`src/rtl/axil_master_cmd.sv`:
```
// AXI4-Lite initiator: one cmd -> one AR or AW+W transaction -> one rsp; 3 cycles accept-to-rsp_valid at minimum.
// Single outstanding; rsp held until rsp_ready, cmd_ready only in IDLE. AXIM_TIMEOUT_EN adds a sticky watchdog flag.
module axil_master_cmd #(
    parameter int C_M_AXI_ADDR_WIDTH = 32,
    parameter int C_M_AXI_DATA_WIDTH = 32,
    parameter int TIMEOUT_CYCLES     = 1024
) (
    input  logic                              M_AXI_ACLK,
    input  logic                              M_AXI_ARESET,
    input  logic                              cmd_valid,
    output logic                              cmd_ready,
    input  logic                              cmd_write,
    input  logic [C_M_AXI_ADDR_WIDTH-1:0]     cmd_addr,
    input  logic [C_M_AXI_DATA_WIDTH-1:0]     cmd_wdata,
    input  logic [C_M_AXI_DATA_WIDTH/8-1:0]   cmd_wstrb,
    output logic                              rsp_valid,
    input  logic                              rsp_ready,
    output logic                              rsp_write,
    output logic [C_M_AXI_DATA_WIDTH-1:0]     rsp_rdata,
    output logic [1:0]                        rsp_resp,
`ifdef AXIM_TIMEOUT_EN
    output logic                              timeout_err,
`endif
    output logic [C_M_AXI_ADDR_WIDTH-1:0]     M_AXI_AWADDR,
    output logic [2:0]                        M_AXI_AWPROT,
    output logic                              M_AXI_AWVALID,
    input  logic                              M_AXI_AWREADY,
    output logic [C_M_AXI_DATA_WIDTH-1:0]     M_AXI_WDATA,
    output logic [C_M_AXI_DATA_WIDTH/8-1:0]   M_AXI_WSTRB,
    output logic                              M_AXI_WVALID,
    input  logic                              M_AXI_WREADY,
    input  logic [1:0]                        M_AXI_BRESP,
    input  logic                              M_AXI_BVALID,
    output logic                              M_AXI_BREADY,
    output logic [C_M_AXI_ADDR_WIDTH-1:0]     M_AXI_ARADDR,
    output logic [2:0]                        M_AXI_ARPROT,
    output logic                              M_AXI_ARVALID,
    input  logic                              M_AXI_ARREADY,
    input  logic [C_M_AXI_DATA_WIDTH-1:0]     M_AXI_RDATA,
    input  logic [1:0]                        M_AXI_RRESP,
    input  logic                              M_AXI_RVALID,
    output logic                              M_AXI_RREADY
);

    if (C_M_AXI_DATA_WIDTH != 32) begin : g_bad_width
        $error("axil_master_cmd supports only a 32-bit data path");
    end
    if (TIMEOUT_CYCLES < 1) begin : g_bad_timeout
        $error("TIMEOUT_CYCLES must be at least 1");
    end

    typedef enum logic [2:0] {
        S_IDLE,
        S_WR,
        S_WR_B,
        S_RD,
        S_RD_R,
        S_RSP
    } state_t;

    state_t                              r_state;
    logic                                r_cmd_ready;
    logic                                r_awvalid;
    logic                                r_wvalid;
    logic                                r_bready;
    logic                                r_arvalid;
    logic                                r_rready;
    logic                                r_rsp_valid;
    logic                                r_rsp_write;
    logic [1:0]                          r_rsp_resp;
    logic [C_M_AXI_DATA_WIDTH-1:0]       r_rsp_rdata;
    logic [C_M_AXI_ADDR_WIDTH-1:0]       r_addr;
    logic [C_M_AXI_DATA_WIDTH-1:0]       r_wdata;
    logic [C_M_AXI_DATA_WIDTH/8-1:0]     r_wstrb;
    logic                                w_aw_done;
    logic                                w_w_done;
    logic                                w_accept;

    // A channel counts as done if it already handshook or is handshaking now.
    assign w_aw_done = !r_awvalid || M_AXI_AWREADY;
    assign w_w_done  = !r_wvalid  || M_AXI_WREADY;
    assign w_accept  = (r_state == S_IDLE) && r_cmd_ready && cmd_valid;

    always_ff @(posedge M_AXI_ACLK) begin
        if (M_AXI_ARESET) begin
            r_state     <= S_IDLE;
            r_cmd_ready <= 1'b0;
            r_awvalid   <= 1'b0;
            r_wvalid    <= 1'b0;
            r_bready    <= 1'b0;
            r_arvalid   <= 1'b0;
            r_rready    <= 1'b0;
            r_rsp_valid <= 1'b0;
            r_rsp_write <= 1'b0;
            r_rsp_resp  <= 2'b00;
            r_rsp_rdata <= '0;
            r_addr      <= '0;
            r_wdata     <= '0;
            r_wstrb     <= '0;
        end else begin
            case (r_state)
                S_IDLE: begin
                    r_cmd_ready <= 1'b1;
                    if (w_accept) begin
                        r_cmd_ready <= 1'b0;
                        r_addr      <= cmd_addr;
                        r_wdata     <= cmd_wdata;
                        r_wstrb     <= cmd_wstrb;
                        if (cmd_write) begin
                            r_awvalid <= 1'b1;
                            r_wvalid  <= 1'b1;
                            r_state   <= S_WR;
                        end else begin
                            r_arvalid <= 1'b1;
                            r_state   <= S_RD;
                        end
                    end
                end
                S_WR: begin
                    if (M_AXI_AWREADY) r_awvalid <= 1'b0;
                    if (M_AXI_WREADY)  r_wvalid  <= 1'b0;
                    if (w_aw_done && w_w_done) begin
                        r_bready <= 1'b1;
                        r_state  <= S_WR_B;
                    end
                end
                S_WR_B: begin
                    if (M_AXI_BVALID) begin
                        r_bready    <= 1'b0;
                        r_rsp_resp  <= M_AXI_BRESP;
                        r_rsp_rdata <= '0;
                        r_rsp_write <= 1'b1;
                        r_rsp_valid <= 1'b1;
                        r_state     <= S_RSP;
                    end
                end
                S_RD: begin
                    if (M_AXI_ARREADY) begin
                        r_arvalid <= 1'b0;
                        r_rready  <= 1'b1;
                        r_state   <= S_RD_R;
                    end
                end
                S_RD_R: begin
                    if (M_AXI_RVALID) begin
                        r_rready    <= 1'b0;
                        r_rsp_resp  <= M_AXI_RRESP;
                        r_rsp_rdata <= M_AXI_RDATA;
                        r_rsp_write <= 1'b0;
                        r_rsp_valid <= 1'b1;
                        r_state     <= S_RSP;
                    end
                end
                S_RSP: begin
                    if (rsp_ready) begin
                        r_rsp_valid <= 1'b0;
                        r_cmd_ready <= 1'b1;
                        r_state     <= S_IDLE;
                    end
                end
                default: r_state <= S_IDLE;
            endcase
        end
    end

`ifdef AXIM_TIMEOUT_EN
    localparam int CW = $clog2(TIMEOUT_CYCLES + 1);

    logic [CW-1:0] r_to_cnt;
    logic          r_timeout_err;
    logic          w_busy;

    assign w_busy = (r_state == S_WR) || (r_state == S_WR_B) ||
                    (r_state == S_RD) || (r_state == S_RD_R);

    // Flag only; the transaction keeps waiting so the bus protocol stays intact.
    always_ff @(posedge M_AXI_ACLK) begin
        if (M_AXI_ARESET) begin
            r_to_cnt      <= '0;
            r_timeout_err <= 1'b0;
        end else begin
            if (w_accept)
                r_to_cnt <= '0;
            else if (w_busy && (r_to_cnt != CW'(TIMEOUT_CYCLES)))
                r_to_cnt <= r_to_cnt + 1'b1;
            if (r_to_cnt == CW'(TIMEOUT_CYCLES))
                r_timeout_err <= 1'b1;
        end
    end

    assign timeout_err = r_timeout_err;
`endif

    assign cmd_ready     = r_cmd_ready;
    assign rsp_valid     = r_rsp_valid;
    assign rsp_write     = r_rsp_write;
    assign rsp_rdata     = r_rsp_rdata;
    assign rsp_resp      = r_rsp_resp;
    assign M_AXI_AWADDR  = r_addr;
    assign M_AXI_AWPROT  = 3'b000;
    assign M_AXI_AWVALID = r_awvalid;
    assign M_AXI_WDATA   = r_wdata;
    assign M_AXI_WSTRB   = r_wstrb;
    assign M_AXI_WVALID  = r_wvalid;
    assign M_AXI_BREADY  = r_bready;
    assign M_AXI_ARADDR  = r_addr;
    assign M_AXI_ARPROT  = 3'b000;
    assign M_AXI_ARVALID = r_arvalid;
    assign M_AXI_RREADY  = r_rready;

endmodule
```
`config.mk`:
```
export PLATFORM = sky130hd
export DESIGN_NAME = axil_master_cmd
export DESIGN_NICKNAME = d
export VERILOG_FILES = /design/src/rtl/axil_master_cmd.sv
export SDC_FILE = /design/constraint.sdc
export NUM_CORES = 1
export LEC_CHECK = 0
export CAP_MARGIN = 25
export CORE_UTILIZATION = 35
export DETAILED_ROUTE_END_ITERATION = 12
export PLACE_DENSITY = 0.81
export SYNTH_ARGS = -nofsm -noshare
export SYNTH_HDL_FRONTEND = slang
export SYNTH_SLANG_ARGS = --single-unit
```
`constraint.sdc`:
```
create_clock -name M_AXI_ACLK -period 1.5 [get_ports M_AXI_ACLK]
set_input_delay 0.3 -clock M_AXI_ACLK [delete_from_list [all_inputs] [get_ports M_AXI_ACLK]]
set_output_delay 0.3 -clock M_AXI_ACLK [all_outputs]
set_load 0.05 [all_outputs]
```
After elaboration in Yosys (flattened, before gate mapping)
Index checks and enable logic that the tools add are counted.

word-level totals
  bits in read-only memories = 0
  register bits after elaboration = 113
  output and inout bits = 148
  bits in latches = 0
  memories = 0
  logic and storage cells = 92
  RAM bits = 0

cells by class
  div/mod/pow operators = 0
  bitwise operators = 0
  multipliers = 0
  mux-type cells = 38
  reduce and logical (&&, ||, !) cells = 25
  $lt $le $gt $ge = 0
  add/sub/neg operators = 0
  equal/unequal tests = 15
  shifts and indexed selects = 0

operators by type and width
  operator                                             number
  2-to-1 mux 32 bit                                    2
  one-hot mux 32 bit (2 select lines)                  1
  != test 2 bit, second input constant                 10
  2-to-1 mux 3 bit                                     6
  one-hot mux 3 bit (6 select lines)                   1
  2-to-1 mux 1 bit                                     16
  AND reduction 4 bit                                  4
  one-hot mux 1 bit (2 select lines)                   7
  nonzero test 2 bit                                   6
  AND reduction 3 bit                                  3
  equality test 3 x 2 -> 1 bit, second input constant  2
  equality test 3 bit, second input constant           2
  2-to-1 mux 2 bit                                     3
  AND reduction 6 bit                                  1
  one-hot mux 2 bit (2 select lines)                   1
  AND reduction 2 bit                                  2
  equality test 3 x 1 -> 1 bit, second input constant  1
  logical AND 1 bit                                    3
  zero test 3 bit                                      1
  one-hot mux 1 bit (3 select lines)                   1
  nonzero test 3 bit                                   1
  zero test 1 bit                                      2
  logical OR 1 bit                                     2

Depth between registers and ports, before layout
  depth after elaboration = 5
  depth in mapped cells = 7
  gate-level depth less buffers = 4

Least setup slack after synthesis
Ideal clock, no wire load.

  kind = register to register
  start point = reg r_cmd_ready (netlist: cmd_ready)
  end point = reg r_state[1]
  period minus slack after synthesis = 1593 ps
  setup time = 123 ps
  cell stages (with the launch flop) = 5
  data arrival time = 1469 ps
  path slack = -93 ps
  cell sequence = dfxtp_1 > a211o_1 > a21o_1 > o2111ai_2 > mux2_1

between the ends
  word-level cells in the longest chain between the ends = 4

ends and longest elaborated chain
  what                                  line  text
  from (decl)                           62    logic r_cmd_ready;
  from (signal assigned)                87    r_cmd_ready <= 1'b0;
  from (signal assigned)                103   r_cmd_ready <= 1'b1;
  from (signal assigned)                105   r_cmd_ready <= 1'b0;
  logical AND 1 bit (2 in a row)        82    assign w_accept = (r_state == S_IDLE) && r_cmd_ready && cmd_valid;
  != test 2 bit (no source line)        --
  AND reduction 6 bit (no source line)  --
  to (signal assigned)                  86    r_state <= S_IDLE;
  to (signal assigned)                  112   r_state <= S_WR;
  to (signal assigned)                  115   r_state <= S_RD;
  to (decl)                             61    state_t r_state;

No other way between the ends.
A chain may end at the register's enable or synchronous reset.

Final worst setup path
  start point = reg r_state[2]
  end point = reg r_rsp_resp[1] (netlist: rsp_resp[1])

between the ends
  word-level cells in the longest chain between the ends = 3
  elaborated cells between the ends (all ways) = 7
  those cells by class = eq/ne: 4; mux: 1; reduce/logical: 2

ends and longest elaborated chain
  what                                                                         line  text
  equality test 3 bit / equality test 3 x 2 -> 1 bit (equally long branches)   101   case (r_state)
  != test 2 bit (no source line) / nonzero test 2 bit (equally long branches)  --
  AND reduction 3 bit (no source line)                                         --
  to (signal assigned)                                                         95    r_rsp_resp <= 2'b00;
  to (signal assigned)                                                         130   r_rsp_resp <= M_AXI_BRESP;
  to (signal assigned)                                                         147   r_rsp_resp <= M_AXI_RRESP;
  to (decl)                                                                    70    logic [1:0] r_rsp_resp;

Several ways; a longest one is shown, not always the timed one.

==> metrics.md <==
| Metric | Value |
|---|---|
| Synth Area in Simple Gates | 22.6% |
| Status | finished, violations left |
| Crit start category | flop |
| CP max FO | 16 |
| CP endpoint | rsp_resp[1] |
| Nets | 910 |
| Mean post-synth cell area | 8.24 sq um |
| Clk pin slew, worst setup/hold paths | 50 ps |
| Number of clock buffers inserted by TritonCTS | 17 |
| Pwr Total | between 10 and 15 mW |
| P per Cell Area | roughly 1500 nW/um^2 |
| Hold-fix buffer count after cts | 0 |
| Kind of critical path | reg -> reg |
| Number of global-route vias before repair | about 4,800 |
| GRT overflow | 0 |
| Crit path time final | between 1500 and 2000 ps |
| Busiest grt layer | met2 |
| IO Port Bufs | ~260 |
| FP Rows | around 40 |
| DRT iter0 DRCs | between 200 and 250 |
| Post-Syn Area | around 4600 sq um |
| Clk_lat worst skew | 410 ps |
| Via/cell ratio | 4.86 |
| Area growth from synthesis to layout | 107% |
| CTS Buffer Depth | 2 |
| DRT Wirelength | between 15,000 and 20,000 um |
| Post-synthesis instance total | 554 |
| Antenna Nets Post-Route | 0 |
| Met3 Use GR | about 9.9% |
| Residual DRC count | 0 |
| Worst Setup Slack, final | -23.8 ps |
| Post-synthesis adder-cell area fraction | 0% |
| Seq/Total Area, Yosys | between 40 and 50% |
| Setup violations, final | 1 |
| Tcrit/Tclk final | 102% |
| Root Buffer | clkbuf_16 |
| Chip width | 116 um |
| Peak VDD IR | about 930 uV |
| Hold Path Class | in -> reg |
| Fillers | 805 |
| CP Launch Point | r_state[2] |
| Cell Count, Final, Fillers Out | about 1,000 |
| Post-synth cell types | 39 |
| DP Worst Slack | -314 ps |
| Cell depth of the worst flop-to-flop path | 5 |
| Reg2Reg Setup Slack | -20 ps |
| Final Skew | 8.25 ps |
| Largest net degree at the start of global routing | 63 |
| Met1 global-route usage | 22.9% |
| FF-to-FF End | rsp_resp[1] |
| Register Area | approximately 2300 sq um |
| # IOs | approximately 260 |
| CP arrival | about 1800 ps |
| Die footprint | between 10,000 and 15,000 sq um |
| Starting Density | between 30% and 40% |
| Post-synthesis compound-gate area fraction | between 10% and 20% |
| Drt wl/cell | about 17 um |
| Initial antenna violation count | 0 |
| H-tree depth | 4 |
| Xor-xnor portion of the synthesized cell area | 0% |
| WP data required | 1810 ps |
| Vias | about 4,800 |
| DP Wirelength | 11,600 um |
| Worst Setup End Kind | flop |
| Leakage | about 3.5 nW |
| Final Hold Fails | 0 |
| Die Span Y | about 120 um |
| Placed cells | 942 |
| Gpl congestion | around 0.82 |
| Setup TNS | -23.8 ps |
| Met2 usage | 44.1% |
| Worst R2R Start | r_state[2] |
| Antenna Cells | 0 |
| First-pass GRT wire length | approximately 24,000 um |
| Core footprint | roughly 13,000 sq um |
| GRT Util Overall | between 20 and 25% |
| Largest family of logic cells by synthesized area | simple AND/OR/NAND/NOR gates |
| Max Slew Vio Count | 0 |
| Highest Clock Rate | around 660 MHz |
| Post-synthesis register bit count | 113 |
| Max-Cap Viols | 0 |
| Utilization after layout | about 75% |
| Mux contribution to synthesized area | 0.904% |
| Share of cells above drive strength 1 | approximately 29% |
| Violations in the final reports | setup timing |
| Multi-input logic area | around 1800 sq um |
| CTS Sinks | 113 |
| TritonRoute pass-1 iters | 4 |
| Ys Warns | 0 |
| CTS tree | yes |
==> per-stage QoR <==
step                hold WS, ps  instance area (sq um)
floorplan                   397                   4590
global placement            479                   8630
detailed placement          483                   8630
CTS                         261                   9380
global route                283                   9440
finish                      284                   9440
==> flip-flops by register name, summed over array words and instances, names as in the netlist <==
register,cells
M_AXI_RREADY,1
M_AXI_WVALID,1
M_AXI_ARADDR,32
M_AXI_AWVALID,1
cmd_ready,1
rsp_valid,1
M_AXI_BREADY,1
r_state,3
M_AXI_WDATA,32
rsp_write,1
rsp_rdata,32
M_AXI_ARVALID,1
rsp_resp,2
M_AXI_WSTRB,4
==> cells in the final DEF (no fill, tap or decap), types with 8 or more instances in the layout <==
cell / netlist / layout
buf_12: 0 / 149
nand2_1: 138 / 138
clkdlybuf4s50_1: 0 / 112
dfxtp_1: 113 / 108
a21oi_1: 102 / 98
nand3_1: 35 / 34
nand2b_1: 33 / 33
buf_4: 43 / 33
clkbuf_16: 0 / 18
inv_1: 8 / 8
==> synth_stat cells <==
library cell    n  area [sq um]
buf_6           4          45.0
nand2b_1       33           206
nor2_1          3          11.3
nor3_2          1          10.0
a21oi_1       102           510
a221oi_1        2          17.5
buf_4          43           323
mux2_1          1          11.3
nand4_1         2          12.5
nor2b_1         3          18.8
a31oi_1         2          12.5
o21ai_1         1          5.00
a211o_1         2          17.5
clkbuf_1       19          71.3
a2111oi_0       1          8.76
buf_2          13          65.1
a2bb2oi_1       1          8.76
o221a_2         1          11.3
nor2_4          1          11.3
and3_1          1          6.26
a311oi_1        1          8.76
a41oi_1         1          8.76
mux2i_1         3          30.0
nand2b_4        1          13.8
or3_1           1          6.26
nand3b_1        3          22.5
a211oi_1        4          30.0
o2111ai_2       1          15.0
dfxtp_1       113          2260
nand2_1       138           518
nor3b_1         2          15.0
nand3_1        35           175
conb_1          1          3.75
inv_1           8          30.0
a21o_1          1          7.51
o21ai_0         1          5.00
nor3_1          1          5.00
o41ai_1         2          17.5
a21oi_2         1          8.76
==> critical path: stages (launching register included) <==
cell and delay (ps):
dfxtp_4 390, nand3b_1 250, a21oi_4 210, buf_4 230
nor2_1 80, a211oi_1 250
==> per-layer routing <==
metal	share of wire [%]	wire [um]
met5	0	0
met4	3.3	548
met3	9.7	1600
met2	53	8800
met1	34	5550
==> cell type report <==
type	count	share of cell area (%)
clock buffers	21	4.98
clock inverters	11	1.93
multi-input cells	359	19.5
inverters	8	0.318
well taps	172	2.28
repair buffers	297	46.9
flip-flops and latches	113	24.1
==> worst min path at each step <==
| stage | start | endpoint | slack [ps] | depth (start not counted) |
|---|---|---|---|---|
| global placement | M_AXI_WDATA[16] | M_AXI_WDATA[16] | 480 | 2 |
| detailed placement | M_AXI_WDATA[17] | M_AXI_WDATA[17] | 480 | 2 |
| CTS | M_AXI_ARESET | rsp_rdata[22] | 260 | 2 |
| finish | M_AXI_ARESET | M_AXI_ARADDR[29] | 280 | 2 |
| global route | M_AXI_ARESET | rsp_rdata[21] | 280 | 2 |
| floorplan | M_AXI_RVALID | M_AXI_RREADY | 400 | 1 |
==> power breakdown <==
| part | leakage, nW | internal [mW] | switching (mW) |
|---|---|---|---|
| Sequential | 0.918 | 3.38 | 0.563 |
| Combinational | 2.27 | 2.90 | 3.01 |
| Clock | 0.323 | 3.06 | 1.41 |
==> timing repair <==
| item | CTS | global route |
|---|---|---|
| pin swaps | 2 | 3 |
| hold endpoints to repair | 0 | 0 |
| gates resized for setup | 6 | 9 |
| cloned | 1 | 1 |
| setup endpoints to repair | 97 | 38 |
| setup buffers | 4 | 1 |
==> logic make-up after synthesis <==
kind of cell | Yosys count
other | 1
AND/OR/NAND/NOR | 225
AO/OA/AOI/OAI | 124
flip-flops | 113
buffers and inverters | 87
multiplexers | 4
Note: power is estimated with default switching activity, not from simulation.
